--- config.mk ---
export PLATFORM = sky130hd
export DESIGN_NAME = rf_writeback_arb_flat
export DESIGN_NICKNAME = d
export VERILOG_FILES = /design/src/rtl/rf_writeback_arb_if.sv /design/src/rtl/rf_writeback_arb.sv /design/src/flat_wrapper.sv
export SDC_FILE = /design/constraint.sdc
export NUM_CORES = 1
export LEC_CHECK = 0
export CAP_MARGIN = 10
export CORE_UTILIZATION = 50
export DETAILED_ROUTE_END_ITERATION = 8
export HOLD_SLACK_MARGIN = 0.02
export PLACE_DENSITY = 0.83
export RECOVER_POWER = 100
export SETUP_SLACK_MARGIN = 0.4
export SLEW_MARGIN = 20
export SYNTH_ARGS = -nofsm -noshare
export SYNTH_HDL_FRONTEND = slang
export SYNTH_SLANG_ARGS = --single-unit
export TNS_END_PERCENT = 50
--- constraint.sdc ---
create_clock -name clk -period 3.6 [get_ports clk]
set_clock_uncertainty 0.2 [all_clocks]
set_input_delay 0.36 -clock clk [delete_from_list [all_inputs] [get_ports clk]]
set_output_delay 0.36 -clock clk [all_outputs]
set_load 0.02 [all_outputs]
--- src/rtl/rf_writeback_arb_if.sv ---
// Writeback bus between the execute/memory stages and the register-file writer.
// Groups ALU results, load results, scoreboard set and the file write port.
interface rf_writeback_arb_if #(
  parameter int XLEN = 32,
  parameter int AW   = 5
);
  localparam int NREG = 1 << AW;

  logic            io_alu_valid;
  logic            io_alu_ready;
  logic [AW-1:0]   io_alu_wa;
  logic [XLEN-1:0] io_alu_wd;

  logic            io_mem_valid;
  logic            io_mem_ready;
  logic [AW-1:0]   io_mem_wa;
  logic [XLEN-1:0] io_mem_wd;

  logic            io_sb_set;
  logic [AW-1:0]   io_sb_wa;
  logic [NREG-1:0] io_busy;

  logic            io_rf_wen;
  logic [AW-1:0]   io_rf_wa;
  logic [XLEN-1:0] io_rf_wd;

  // Producer side: execute/memory stages and issue logic.
  modport master (
    output io_alu_valid, io_alu_wa, io_alu_wd,
    output io_mem_valid, io_mem_wa, io_mem_wd,
    output io_sb_set, io_sb_wa,
    input  io_alu_ready, io_mem_ready, io_busy,
    input  io_rf_wen, io_rf_wa, io_rf_wd
  );

  // Arbiter side.
  modport slave (
    input  io_alu_valid, io_alu_wa, io_alu_wd,
    input  io_mem_valid, io_mem_wa, io_mem_wd,
    input  io_sb_set, io_sb_wa,
    output io_alu_ready, io_mem_ready, io_busy,
    output io_rf_wen, io_rf_wa, io_rf_wd
  );
endinterface

--- src/rtl/rf_writeback_arb.sv ---
// Register-file write-port arbiter: ALU results have priority, load results are
// buffered in a small FIFO that forces a pop when full; tracks pending loads.
module rf_writeback_arb #(
  parameter int XLEN       = 32,
  parameter int AW         = 5,
  parameter int MEMQ_DEPTH = 2
) (
  input  logic              clk,
  input  logic              reset,
  rf_writeback_arb_if.slave bus
);
  localparam int PW   = $clog2(MEMQ_DEPTH);
  localparam int CW   = PW + 1;
  localparam int NREG = 1 << AW;

  logic [CW-1:0]   count_q, count_d;
  logic [PW-1:0]   rd_ptr_q, rd_ptr_d;
  logic [PW-1:0]   wr_ptr_q, wr_ptr_d;
  logic [NREG-1:0] busy_q, busy_d;
  logic            rf_wen_q, rf_wen_d;
  logic [AW-1:0]   rf_wa_q, rf_wa_d;
  logic [XLEN-1:0] rf_wd_q, rf_wd_d;

  logic [AW-1:0]   q_wa_q [MEMQ_DEPTH];
  logic [XLEN-1:0] q_wd_q [MEMQ_DEPTH];

  logic            full, enq, pop, sel_alu, sel;
  logic [AW-1:0]   head_wa, sel_wa;
  logic [XLEN-1:0] head_wd, sel_wd;

  assign full    = (count_q == CW'(MEMQ_DEPTH));
  assign enq     = bus.io_mem_valid && !full;
  // A full queue steals the port from the ALU so loads can never starve.
  assign sel_alu = !full && bus.io_alu_valid;
  assign pop     = full || (!bus.io_alu_valid && (count_q != '0));
  assign sel     = sel_alu || pop;

  assign head_wa = q_wa_q[rd_ptr_q];
  assign head_wd = q_wd_q[rd_ptr_q];
  assign sel_wa  = sel_alu ? bus.io_alu_wa : head_wa;
  assign sel_wd  = sel_alu ? bus.io_alu_wd : head_wd;

  // NOTE: every always_comb output gets a default first, so no path leaves a latch.
  always_comb begin
    count_d  = count_q;
    rd_ptr_d = rd_ptr_q;
    wr_ptr_d = wr_ptr_q;
    if (enq) wr_ptr_d = wr_ptr_q + PW'(1);
    if (pop) rd_ptr_d = rd_ptr_q + PW'(1);
    unique case ({enq, pop})
      2'b10:   count_d = count_q + CW'(1);
      2'b01:   count_d = count_q - CW'(1);
      default: count_d = count_q;
    endcase
  end

  // Set is applied after clear so a re-issued load to the same register stays pending.
  always_comb begin
    busy_d = busy_q;
    if (pop) busy_d[head_wa] = 1'b0;
    if (bus.io_sb_set && (bus.io_sb_wa != '0)) busy_d[bus.io_sb_wa] = 1'b1;
    busy_d[0] = 1'b0;
  end

  always_comb begin
    rf_wen_d = sel && (sel_wa != '0);
    rf_wa_d  = sel ? sel_wa : rf_wa_q;
    rf_wd_d  = sel ? sel_wd : rf_wd_q;
  end

  // NOTE: sequential state uses non-blocking assignments so all registers update together.
  always_ff @(posedge clk) begin
    if (reset) begin
      count_q  <= '0;
      rd_ptr_q <= '0;
      wr_ptr_q <= '0;
      busy_q   <= '0;
      rf_wen_q <= 1'b0;
      rf_wa_q  <= '0;
      rf_wd_q  <= '0;
    end else begin
      count_q  <= count_d;
      rd_ptr_q <= rd_ptr_d;
      wr_ptr_q <= wr_ptr_d;
      busy_q   <= busy_d;
      rf_wen_q <= rf_wen_d;
      rf_wa_q  <= rf_wa_d;
      rf_wd_q  <= rf_wd_d;
    end
  end

  // NOTE: queue storage is not reset; the count alone decides which entries are valid.
  always_ff @(posedge clk) begin
    if (enq) begin
      q_wa_q[wr_ptr_q] <= bus.io_mem_wa;
      q_wd_q[wr_ptr_q] <= bus.io_mem_wd;
    end
  end

  assign bus.io_alu_ready = !full;
  assign bus.io_mem_ready = !full;
  assign bus.io_busy      = busy_q;
  assign bus.io_rf_wen    = rf_wen_q;
  assign bus.io_rf_wa     = rf_wa_q;
  assign bus.io_rf_wd     = rf_wd_q;
endmodule

--- src/flat_wrapper.sv ---
// flat-port wrapper written by rule: the top's interface ports become plain ports
module rf_writeback_arb_flat 
#(
  parameter int XLEN       = 32,
  parameter int AW         = 5,
  parameter int MEMQ_DEPTH = 2
)
  (clk, reset, bus_io_alu_valid, bus_io_alu_wa, bus_io_alu_wd, bus_io_mem_valid, bus_io_mem_wa, bus_io_mem_wd, bus_io_sb_set, bus_io_sb_wa, bus_io_alu_ready, bus_io_mem_ready, bus_io_busy, bus_io_rf_wen, bus_io_rf_wa, bus_io_rf_wd);
  rf_writeback_arb_if #(.XLEN(XLEN), .AW(AW)) bus_i ();
  input  logic clk;
  input  logic reset;
  input wire logic [$bits(bus_i.io_alu_valid)-1:0] bus_io_alu_valid;
  input wire logic [$bits(bus_i.io_alu_wa)-1:0] bus_io_alu_wa;
  input wire logic [$bits(bus_i.io_alu_wd)-1:0] bus_io_alu_wd;
  input wire logic [$bits(bus_i.io_mem_valid)-1:0] bus_io_mem_valid;
  input wire logic [$bits(bus_i.io_mem_wa)-1:0] bus_io_mem_wa;
  input wire logic [$bits(bus_i.io_mem_wd)-1:0] bus_io_mem_wd;
  input wire logic [$bits(bus_i.io_sb_set)-1:0] bus_io_sb_set;
  input wire logic [$bits(bus_i.io_sb_wa)-1:0] bus_io_sb_wa;
  output wire logic [$bits(bus_i.io_alu_ready)-1:0] bus_io_alu_ready;
  output wire logic [$bits(bus_i.io_mem_ready)-1:0] bus_io_mem_ready;
  output wire logic [$bits(bus_i.io_busy)-1:0] bus_io_busy;
  output wire logic [$bits(bus_i.io_rf_wen)-1:0] bus_io_rf_wen;
  output wire logic [$bits(bus_i.io_rf_wa)-1:0] bus_io_rf_wa;
  output wire logic [$bits(bus_i.io_rf_wd)-1:0] bus_io_rf_wd;
  assign bus_i.io_alu_valid = bus_io_alu_valid;
  assign bus_i.io_alu_wa = bus_io_alu_wa;
  assign bus_i.io_alu_wd = bus_io_alu_wd;
  assign bus_i.io_mem_valid = bus_io_mem_valid;
  assign bus_i.io_mem_wa = bus_io_mem_wa;
  assign bus_i.io_mem_wd = bus_io_mem_wd;
  assign bus_i.io_sb_set = bus_io_sb_set;
  assign bus_i.io_sb_wa = bus_io_sb_wa;
  assign bus_io_alu_ready = bus_i.io_alu_ready;
  assign bus_io_mem_ready = bus_i.io_mem_ready;
  assign bus_io_busy = bus_i.io_busy;
  assign bus_io_rf_wen = bus_i.io_rf_wen;
  assign bus_io_rf_wa = bus_i.io_rf_wa;
  assign bus_io_rf_wd = bus_i.io_rf_wd;
  rf_writeback_arb #(.XLEN(XLEN), .AW(AW), .MEMQ_DEPTH(MEMQ_DEPTH)) u_core (.clk(clk), .reset(reset), .bus(bus_i));
endmodule
==> results of run 1 <==
-- metrics by stage --
stage	utilization	instances	instance area [um^2]	total power [mW]	hold WS [ns]
floorplan	-	629	6760	3.51	0.259
global placement	0.631	924	8320	4.08	0.306
detailed placement	0.631	924	8320	4.16	0.326
CTS	0.671	956	8850	5.75	0.310
global route	0.663	957	8750	5.84	0.372
finish	0.663	957	8750	5.58	0.337
-- critical path, cell delays in order (launching register included) --
cell,delay (ns)
dfxtp_1,0.30
nor2b_2,0.22
inv_2,0.33
nand2_1,0.18
nor2_1,0.96
clkbuf_2,0.49
-- layout make-up --
| type | instances | share of cell area |
|---|---|---|
| antenna | 1 | 0.000286 |
| clock buffer | 26 | 0.0570 |
| clock inverter | 6 | 0.00357 |
| inverter | 2 | 0.000858 |
| multi-input combinational | 436 | 0.308 |
| sequential | 148 | 0.423 |
| tap | 176 | 0.0252 |
| timing repair buffer | 162 | 0.182 |
-- state kept, by name (all words and copies together) (netlist names), named ones only --
register,cells
u_core.count_q,2
u_core.bus.io_rf_wen,1
u_core.q_wa_q,10
u_core.q_wd_q,64
u_core.wr_ptr_q,1
u_core.bus.io_rf_wd,32
u_core.bus.io_rf_wa,5
u_core.rd_ptr_q,1
u_core.bus.io_busy,31
-- kinds of logic (layout without fill, tap and decap cells) --
family	after synthesis	after routing
AO/OA/AOI/OAI	157	157
XOR/XNOR	4	4
adder cells (fa/ha/maj)	1	1
buffers and inverters	45	196
flip-flops	148	148
multiplexers	37	37
other	1	2
AND/OR/NAND/NOR	236	236
-- power by group through the flow --
stage               combinational, mW  clock [mW]  sequential (mW)
floorplan                        1.09           0             2.42
global placement                 1.79           0             2.29
detailed placement               1.85           0             2.30
CTS                              1.88        1.61             2.27
global route                     1.87        1.67             2.30
finish                           1.73        1.58             2.27
-- cell usage in the layout (no fill, tap or decap), types with 4 or more instances in the layout --
master / n
a2111oi_0: 15
clkbuf_16: 17
clkbuf_8: 4
clkinv_2: 5
a22oi_1: 6
clkbuf_1: 5
a21oi_1: 36
clkdlybuf4s50_1: 44
edfxtp_1: 74
o21ai_1: 15
nor2b_1: 39
nor3_1: 5
nand2b_1: 35
mux2i_1: 5
nand3_1: 6
nand2_1: 66
nor2_1: 47
mux2_2: 8
mux2_1: 22
a2111oi_2: 12
buf_4: 7
dfxtp_1: 74
or3_1: 29
o21ai_0: 54
o211ai_1: 10
dlygate4sd3_1: 108
-- path summary, 6_finish.rpt --
| path | depth (start not counted) | endpoint | slack, ns |
|---|---|---|---|
| worst max-delay path | 5 | u_core.q_wd_q[0][13] | 0.58 |
| worst min-delay path | 2 | register | 0.34 |
| worst max register to register | 5 | u_core.q_wd_q[0][13] | 0.58 |
| worst min register to register | 2 | register | 0.34 |
-- routing by layer --
| layer | wire length [um] | vias to the layer above | global-route usage |
|---|---|---|---|
| met5 | 0 | - | 0 |
| met4 | 557 | 0 | 0.127 |
| met3 | 1150 | 46 | 0.0550 |
| met2 | 8340 | 252 | 0.410 |
| met1 | 7030 | 2569 | 0.307 |
| li1 | - | 2550 | - |
==> results.py, run 1 <==
metrics = {
    "cts": {
        "cts_hold_buf": 0,
        "cts_root_buf": "clkbuf_16",
        "cts-htree-levels": 4,
        "cts_setup_buffers": 0,
        "insertion_delay_ns": 0.42,
        "path_clk_slew_ns": 0.06,
        "cts_tree": "yes",
        "clock_sinks": 148,
        "cts_resized": 0,
        "cts-buffers-inserted": 17,
        "cts_buffer_depth": 2,
    },
    "synth": {
        "synth_edf_count": 74,
        "synth_nets": 714,
        "yosysSeqAreaShare": 0.548,
        "synth_simple_gate_area_frac": 0.176,
        "synth_top_family_by_area": "simple AND/OR/NAND/NOR gates",
        "postSynthAreaPerCell_um2": 10.7,
        "synth_top_area_cell": "edfxtp_1",
        "synth-xor-area-share": 0.00519,
        "yosysTopAreaCellShare": 0.329,
        "synth_area_leaders": "edfxtp_1 (33%), dfxtp_1 (22%), a2111oi_2 (4.7%)",
        "yosys_warnings": 0,
        "async_reset_ff_frac": 0,
        "syn_inst": 629,
        "yosysUniqueCellTypes": 47,
        "synthesis.area_mm2": 0.00676,
        "synth-main-ff-cell": "edfxtp_1",
        "muxShareOfSynthArea": 0.0628,
        "synth_compound_area_frac": 0.165,
        "synthAdderAreaFrac": 0.00185,
        "synth_seq_cells": 148,
        "synth_commonest_cells": "dfxtp_1 (74), edfxtp_1 (74), nand2_1 (66)",
    },
    "finish": {
        "regArea_mm2": 0.00370,
        "drive_gt1_frac": 0.0782,
        "num-nets-final": 852,
        "nFillCells": 1023,
        "multi_input_area_mm2": 0.00270,
        "area_delta_synth_final_pct": 29.5,
    },
    "sta": {
        "slew-limit-headroom": -0.217,
        "max_freq_ghz": 0.331,
        "drv_slew": 38,
        "finalHoldViolCount": 0,
        "finalCriticalPeriod_ns": 3.02,
        "worst_slack_ns": 0.576,
        "rsz0062_at_grt": "no",
        "setup_tns_ns": 0,
        "setup_violations": 0,
        "worst_slew_pin_slew_ns": 1.83,
        "fin_crit_sh": 0.840,
    },
    "critical_path": {
        "startpoint": "u_core.count_q[1]",
        "worstPathMaxFanout": 20,
        "startpoint_type": "register",
        "critPathArrivalTime_ns": 2.90,
        "required_ns": 3.48,
        "critPathCaptureType": "register",
        "worstSetupPathType": "reg -> reg",
        "reg2reg_from": "u_core.count_q[1]",
    },
    "drt": {
        "drc_errors": 0,
        "wl_per_cell_um": 17.9,
        "via_per_inst": 5.66,
        "vias": 5417,
        "drtPass1Iterations": 5,
        "final_antenna_net_count": 0,
        "drt-initial-drc-count": 512,
        "routed_wl_mm": 17.1,
    },
    "die": {
        "pin_count": 156,
        "fp.dieH_um": 118,
        "fp-row-count": 42,
        "core_area_mm2": 0.0132,
        "fp.dieW_um": 118,
        "start_util": 0.512,
        "die_area_mm2": 0.0140,
    },
    "status": {
        "status": "finished, violations left",
        "failed_checks": "capacitance limit, slew limit",
    },
    "power_and_ir_drop": {
        "switching_power_mw": 1.84,
        "p_leak_nw": 3.34,
        "peakVddDrop_uv": 469,
        "clock_power_share": 0.284,
        "p_int_mw": 3.74,
        "seqPwrFrac": 0.406,
        "power_density_mw_per_mm2": 638,
        "comb_power_share": 0.310,
        "p_sw_frac": 0.330,
    },
    "min_path": {
        "min_path_type": "reg -> reg",
        "min_from": "u_core.rd_ptr_q",
    },
    "placement": {
        "gp_congestion": 0.890,
        "preCtsSetupSlack_ns": 1.00,
        "numPortBuffers": 154,
        "hpwl_mm": 11.3,
    },
    "global_route": {
        "grt_pass1_vias": 5389,
        "grt-ovfl-total": 0,
        "antenna_found_initial": 1,
        "grt_usage": 0.249,
        "grt_pass1_wl_mm": 26.8,
        "grt_start_max_net_pins": 93,
    },
    "job": {
        "maxCapViolCount": 1,
    },
}
No activity file was read; power rests on OpenSTA's default activity.
==> run 2: changes to the inputs <==
--- a/config.mk
+++ b/config.mk
@@ -6,10 +6,10 @@
 export NUM_CORES = 1
 export LEC_CHECK = 0
 export CAP_MARGIN = 10
-export CORE_UTILIZATION = 50
+export CORE_UTILIZATION = 45
 export DETAILED_ROUTE_END_ITERATION = 8
 export HOLD_SLACK_MARGIN = 0.02
-export PLACE_DENSITY = 0.83
+export PLACE_DENSITY = 0.79
 export RECOVER_POWER = 100
 export SETUP_SLACK_MARGIN = 0.4
 export SLEW_MARGIN = 20
==> constraint.sdc (replaced) <==
create_clock -name clk -period 2.4 [get_ports clk]
set_clock_uncertainty 0.2 [all_clocks]
set_input_delay 0.24 -clock clk [delete_from_list [all_inputs] [get_ports clk]]
set_output_delay 0.24 -clock clk [all_outputs]
set_load 0.02 [all_outputs]
==> results.py, run 2 (same netlist as run 1, synthesis figures left out) <==
metrics = {
    "die": {
        "fp.dieW_um": 125,
        "pin_count": 156,
        "core_area_mm2": 0.0146,
        "fp-row-count": 44,
        "die_area_mm2": 0.0155,
        "fp.dieH_um": 125,
        "start_util": 0.463,
    },
    "finish": {
        "layout_commonest_cell": "dlygate4sd3_1",
        "largest_reg_flops": 64,
        "top_register": "u_core.q_wd_q",
        "area_delta_synth_final_pct": 32.4,
        "fin_area_mm2": 0.00894,
        "fin_util": 0.613,
        "num-nets-final": 863,
        "final_cell_mix": "dlygate4sd3_1 (106), edfxtp_1 (74), dfxtp_1 (72)",
        "antennaDiodeCount": 0,
        "drive_gt1_frac": 0.0910,
    },
    "power_and_ir_drop": {
        "power_mw": 8.62,
        "peakVddDrop_uv": 514,
        "p_leak_nw": 3.43,
        "power_density_mw_per_mm2": 964,
    },
    "sta": {
        "setup_tns_ns": 0,
        "drv_slew": 0,
        "worst_slew_pin_slew_ns": 0.881,
        "setup_violations": 0,
        "finalHoldViolCount": 0,
        "slew-limit-headroom": 0.410,
        "fin_crit_sh": 0.871,
        "finalCriticalPeriod_ns": 2.09,
        "rsz0062_at_grt": "yes",
        "max_freq_ghz": 0.479,
        "worst_slack_ns": 0.310,
    },
    "critical_path": {
        "critPathArrivalTime_ns": 1.65,
        "reg2reg_from": "u_core.count_q[1]",
        "crit_end": "bus_io_mem_ready",
        "startpoint_type": "register",
        "critPathCaptureType": "output port",
        "startpoint": "u_core.count_q[1]",
        "worstSetupPathType": "reg -> out",
        "required_ns": 1.96,
        "worstPathMaxFanout": 13,
        "rrSetupSlack_ns": 0.35,
        "r2r_cells": 5,
        "reg2reg_to": "u_core.q_wd_q[0][8]",
    },
    "cts": {
        "cts_hold_buf": 0,
        "path_clk_slew_ns": 0.06,
        "cts_tree": "yes",
        "cts-buffers-inserted": 17,
        "cts_buffer_depth": 2,
        "insertion_delay_ns": 0.42,
        "cts-htree-levels": 4,
        "clock_sinks": 148,
        "cts_root_buf": "clkbuf_16",
    },
    "global_route": {
        "grt_pass1_wl_mm": 27.6,
        "antenna_found_initial": 0,
        "grt_usage": 0.227,
        "grt_start_max_net_pins": 57,
        "grt_pass1_vias": 5570,
        "grt-ovfl-total": 0,
    },
    "placement": {
        "numPortBuffers": 154,
        "hpwl_mm": 12.0,
        "placed_area_mm2": 0.00847,
        "gp_congestion": 0.829,
        "preCtsSetupSlack_ns": 0.372,
    },
    "drt": {
        "drt-initial-drc-count": 367,
        "wl_per_cell_um": 17.7,
        "drc_errors": 0,
        "vias": 5473,
        "drtPass1Iterations": 5,
        "via_per_inst": 5.61,
        "final_antenna_net_count": 0,
        "routed_wl_mm": 17.2,
    },
    "status": {
        "status": "finished clean",
    },
    "min_path": {
        "min_path_cells": 2,
        "min_path_type": "in -> reg",
    },
    "job": {
        "maxCapViolCount": 0,
    },
}
## run 2: changes by cell type in the layout (fill, tap and decap cells not counted), sizes merged
cell	previous run	this run
buf	8	20
clkbuf	28	26
dlygate4sd2	0	2
dlygate4sd3	108	106
bufinv	0	1
diode	1	0
## run 2: what timing repair did
action                                  in CTS  in global routing
gates resized for setup                      3                  7
setup buffers                                1                  0
endpoints found under the setup margin       6                 17
## run 2: power breakdown
group	internal [mW]	switching [mW]	total, mW	leakage, nW
logic	1.09	1.55	2.64	1.84
registers	3.16	0.219	3.38	1.30
clock network	1.60	0.991	2.59	0.292
total	5.86	2.76	8.62	3.43
## run 2: critical path: stages, from the launching register on
cell and delay, ns:
dfxtp_1 0.30, nor2b_4 0.13, inv_1 0.35, dlygate4sd2_1 0.45
## run 2: worst min-delay path by stage
stage                       from                 endpoint  slack, ns
6_report                   reset  u_core.bus.io_rf_wd[19]       0.17
4_1_cts                    reset  u_core.bus.io_rf_wd[19]       0.14
3_3_place_gp   u_core.count_q[0]  u_core.bus.io_rf_wd[30]       0.29
5_1_grt                    reset  u_core.bus.io_rf_wd[11]       0.19
3_5_place_dp     u_core.rd_ptr_q                 register       0.30
2_1_floorplan   bus_io_mem_wa[0]      u_core.q_wa_q[0][0]       0.14
## run 2: cell type report
cell class	count	area, um^2
Multi-Input combinational cell	436	2680
Clock inverter	7	68.8
Fill cell	1137	5640
Timing Repair Buffer	173	1730
Sequential cell	148	3710
Clock buffer	25	518
Inverter	2	10.0
Tap cell	184	230
## run 2: per-layer routing
metal,GRT usage,vias to the layer above,part of all wire
met3,0.0528,36,0.055
li1,-,2572,-
met1,0.268,2649,0.42
met4,0.116,0,0.026
met5,0,-,0
met2,0.384,216,0.50
## run 2: per-stage QoR
stage / std cells / hold slack, ns
after floorplan: 629 / 0.139
after global placement: 942 / 0.292
after detailed placement: 942 / 0.304
after CTS: 975 / 0.137
after global routing: 975 / 0.188
final: 975 / 0.173
==> run 3: changes to the inputs <==
--- a/config.mk
+++ b/config.mk
@@ -6,10 +6,10 @@
 export NUM_CORES = 1
 export LEC_CHECK = 0
 export CAP_MARGIN = 10
-export CORE_UTILIZATION = 45
+export CORE_UTILIZATION = 50
 export DETAILED_ROUTE_END_ITERATION = 8
 export HOLD_SLACK_MARGIN = 0.02
-export PLACE_DENSITY = 0.79
+export PLACE_DENSITY = 0.83
 export RECOVER_POWER = 100
 export SETUP_SLACK_MARGIN = 0.4
 export SLEW_MARGIN = 20
==> constraint.sdc (replaced) <==
create_clock -name clk -period 2.1 [get_ports clk]
set_clock_uncertainty 0.2 [all_clocks]
set_input_delay 0.21 -clock clk [delete_from_list [all_inputs] [get_ports clk]]
set_output_delay 0.21 -clock clk [all_outputs]
set_load 0.02 [all_outputs]
==> results.py, run 3 (same netlist as run 1, synthesis figures left out) <==
metrics = {
    "finish": {
        "regArea_mm2": 0.00371,
        "drive_gt1_frac": 0.118,
        "final_cell_mix": "edfxtp_1 (74), dfxtp_1 (71), nand2_1 (66)",
        "num-nets-final": 875,
        "top_register": "u_core.q_wd_q",
        "layout_commonest_cell": "edfxtp_1",
        "largest_reg_flops": 64,
        "nFillCells": 1025,
        "area_delta_synth_final_pct": 29.6,
        "finalNonFillerCells": 980,
        "multi_input_area_mm2": 0.00271,
    },
    "cts": {
        "cts-buffers-inserted": 17,
        "clock_sinks": 148,
        "cts_hold_buf": 0,
        "cts_tree": "yes",
        "cts_root_buf": "clkbuf_16",
        "path_clk_slew_ns": 0.06,
        "insertion_delay_ns": 0.43,
        "cts-htree-levels": 4,
        "cts_buffer_depth": 2,
    },
    "job": {
        "maxCapViolCount": 0,
    },
    "critical_path": {
        "critPathArrivalTime_ns": 2.03,
        "cp_slowest_cell": "dfxtp_2",
        "worstPathMaxFanout": 11,
        "cp_cell_sequence": "nor2b_4, clkbuf_2, o211ai_2, o21ai_0, nand2_1",
        "cpPeakStageDelay_ns": 0.39,
        "worstSetupPathType": "reg -> reg",
        "startpoint_type": "register",
        "critPathCaptureType": "register",
        "path_buf_inv": 1,
        "critPathTopFamily": "compound AO/OA/AOI/OAI gates",
        "rrSetupSlack_ns": 0.16,
        "required_ns": 2.19,
    },
    "sta": {
        "rsz0062_at_grt": "yes",
        "setup_violations": 0,
        "fin_crit_sh": 0.922,
        "max_freq_ghz": 0.517,
        "setup_tns_ns": 0,
        "whs_ns": 0.102,
        "drv_slew": 0,
        "worst_slew_pin_slew_ns": 0.600,
        "finalHoldViolCount": 0,
        "slew-limit-headroom": 0.600,
        "finalCriticalPeriod_ns": 1.94,
    },
    "power_and_ir_drop": {
        "peakVddDrop_uv": 757,
        "p_leak_nw": 3.29,
        "power_density_mw_per_mm2": 1130,
    },
    "global_route": {
        "grt-ovfl-total": 0,
        "grt_start_max_net_pins": 93,
        "grt_pass1_wl_mm": 28.8,
        "antenna_found_initial": 1,
        "grt_pass1_vias": 5770,
        "grt_usage": 0.266,
    },
    "drt": {
        "wl_per_cell_um": 18.8,
        "drc_errors": 0,
        "routed_wl_mm": 18.4,
        "final_antenna_net_count": 0,
        "vias": 5678,
        "via_per_inst": 5.79,
        "drt-initial-drc-count": 428,
        "drtPass1Iterations": 5,
    },
    "die": {
        "start_util": 0.512,
        "fp.dieW_um": 118,
        "fp-row-count": 42,
        "core_area_mm2": 0.0132,
        "die_area_mm2": 0.0140,
        "fp.dieH_um": 118,
        "pin_count": 156,
    },
    "status": {
        "status": "finished clean",
    },
    "placement": {
        "dp.cells": 938,
        "numPortBuffers": 154,
        "gp_congestion": 0.881,
        "hpwl_mm": 11.9,
    },
    "min_path": {
        "min_path_type": "in -> reg",
    },
}
[run 3: cell types whose count changed in the layout (fill, tap and decap cells not counted), sizes merged]
cell,before,now
inv,3,2
bufinv,1,0
clkbuf,26,79
dlygate4sd3,106,40
buf,20,31
diode,0,1
clkinvlp,0,1
dlygate4sd2,2,17
[run 3: final cells by class]
cell class / count / share of cell area
Clock buffer: 26 / 0.0632
Inverter: 2 / 0.000858
Clock inverter: 6 / 0.00457
Tap cell: 176 / 0.0252
Antenna cell: 1 / 0.000286
Multi-Input combinational cell: 436 / 0.310
Timing Repair Buffer: 185 / 0.172
Sequential cell: 148 / 0.424
[run 3: path summary, 6_finish.rpt]
kind | end | cells after the start | startpoint
worst min register to register | u_core.wr_ptr_q | 2 | u_core.wr_ptr_q
worst min-delay path | u_core.bus.io_rf_wa[0] | 2 | reset
worst max-delay path | u_core.bus.io_busy[12] | 5 | u_core.count_q[0]
worst max register to register | u_core.bus.io_busy[12] | 5 | u_core.count_q[0]
[run 3: repair_timing]
action	CTS	global route
cloned	1	0
gates resized for setup	32	71
pin swaps	2	3
setup endpoints to repair	171	153
setup buffers	6	2
[run 3: metal layers]
layer | track usage | share of wire
met1 | 0.323 | 0.40
met4 | 0.143 | 0.032
met2 | 0.435 | 0.49
met5 | 0 | 0
met3 | 0.0642 | 0.071
[run 3: per-stage QoR]
step           total power [mW]  setup slack, ns  cell area [um^2]   util
6_report                   9.92            0.165              8750  0.664
3_5_place_dp               7.26           0.0347              8470  0.642
5_1_grt                    10.3            0.134              8750  0.664
4_1_cts                    10.3            0.261              9170  0.696
3_3_place_gp               7.11            0.145              8470  0.642
2_1_floorplan              6.06            0.102              6790      -
[run 3: report_power, final]
group | switching, mW | internal, mW
Sequential | 0.269 | 3.61
Clock | 1.14 | 1.82
Combinational | 1.89 | 1.20
Total | 3.29 | 6.63
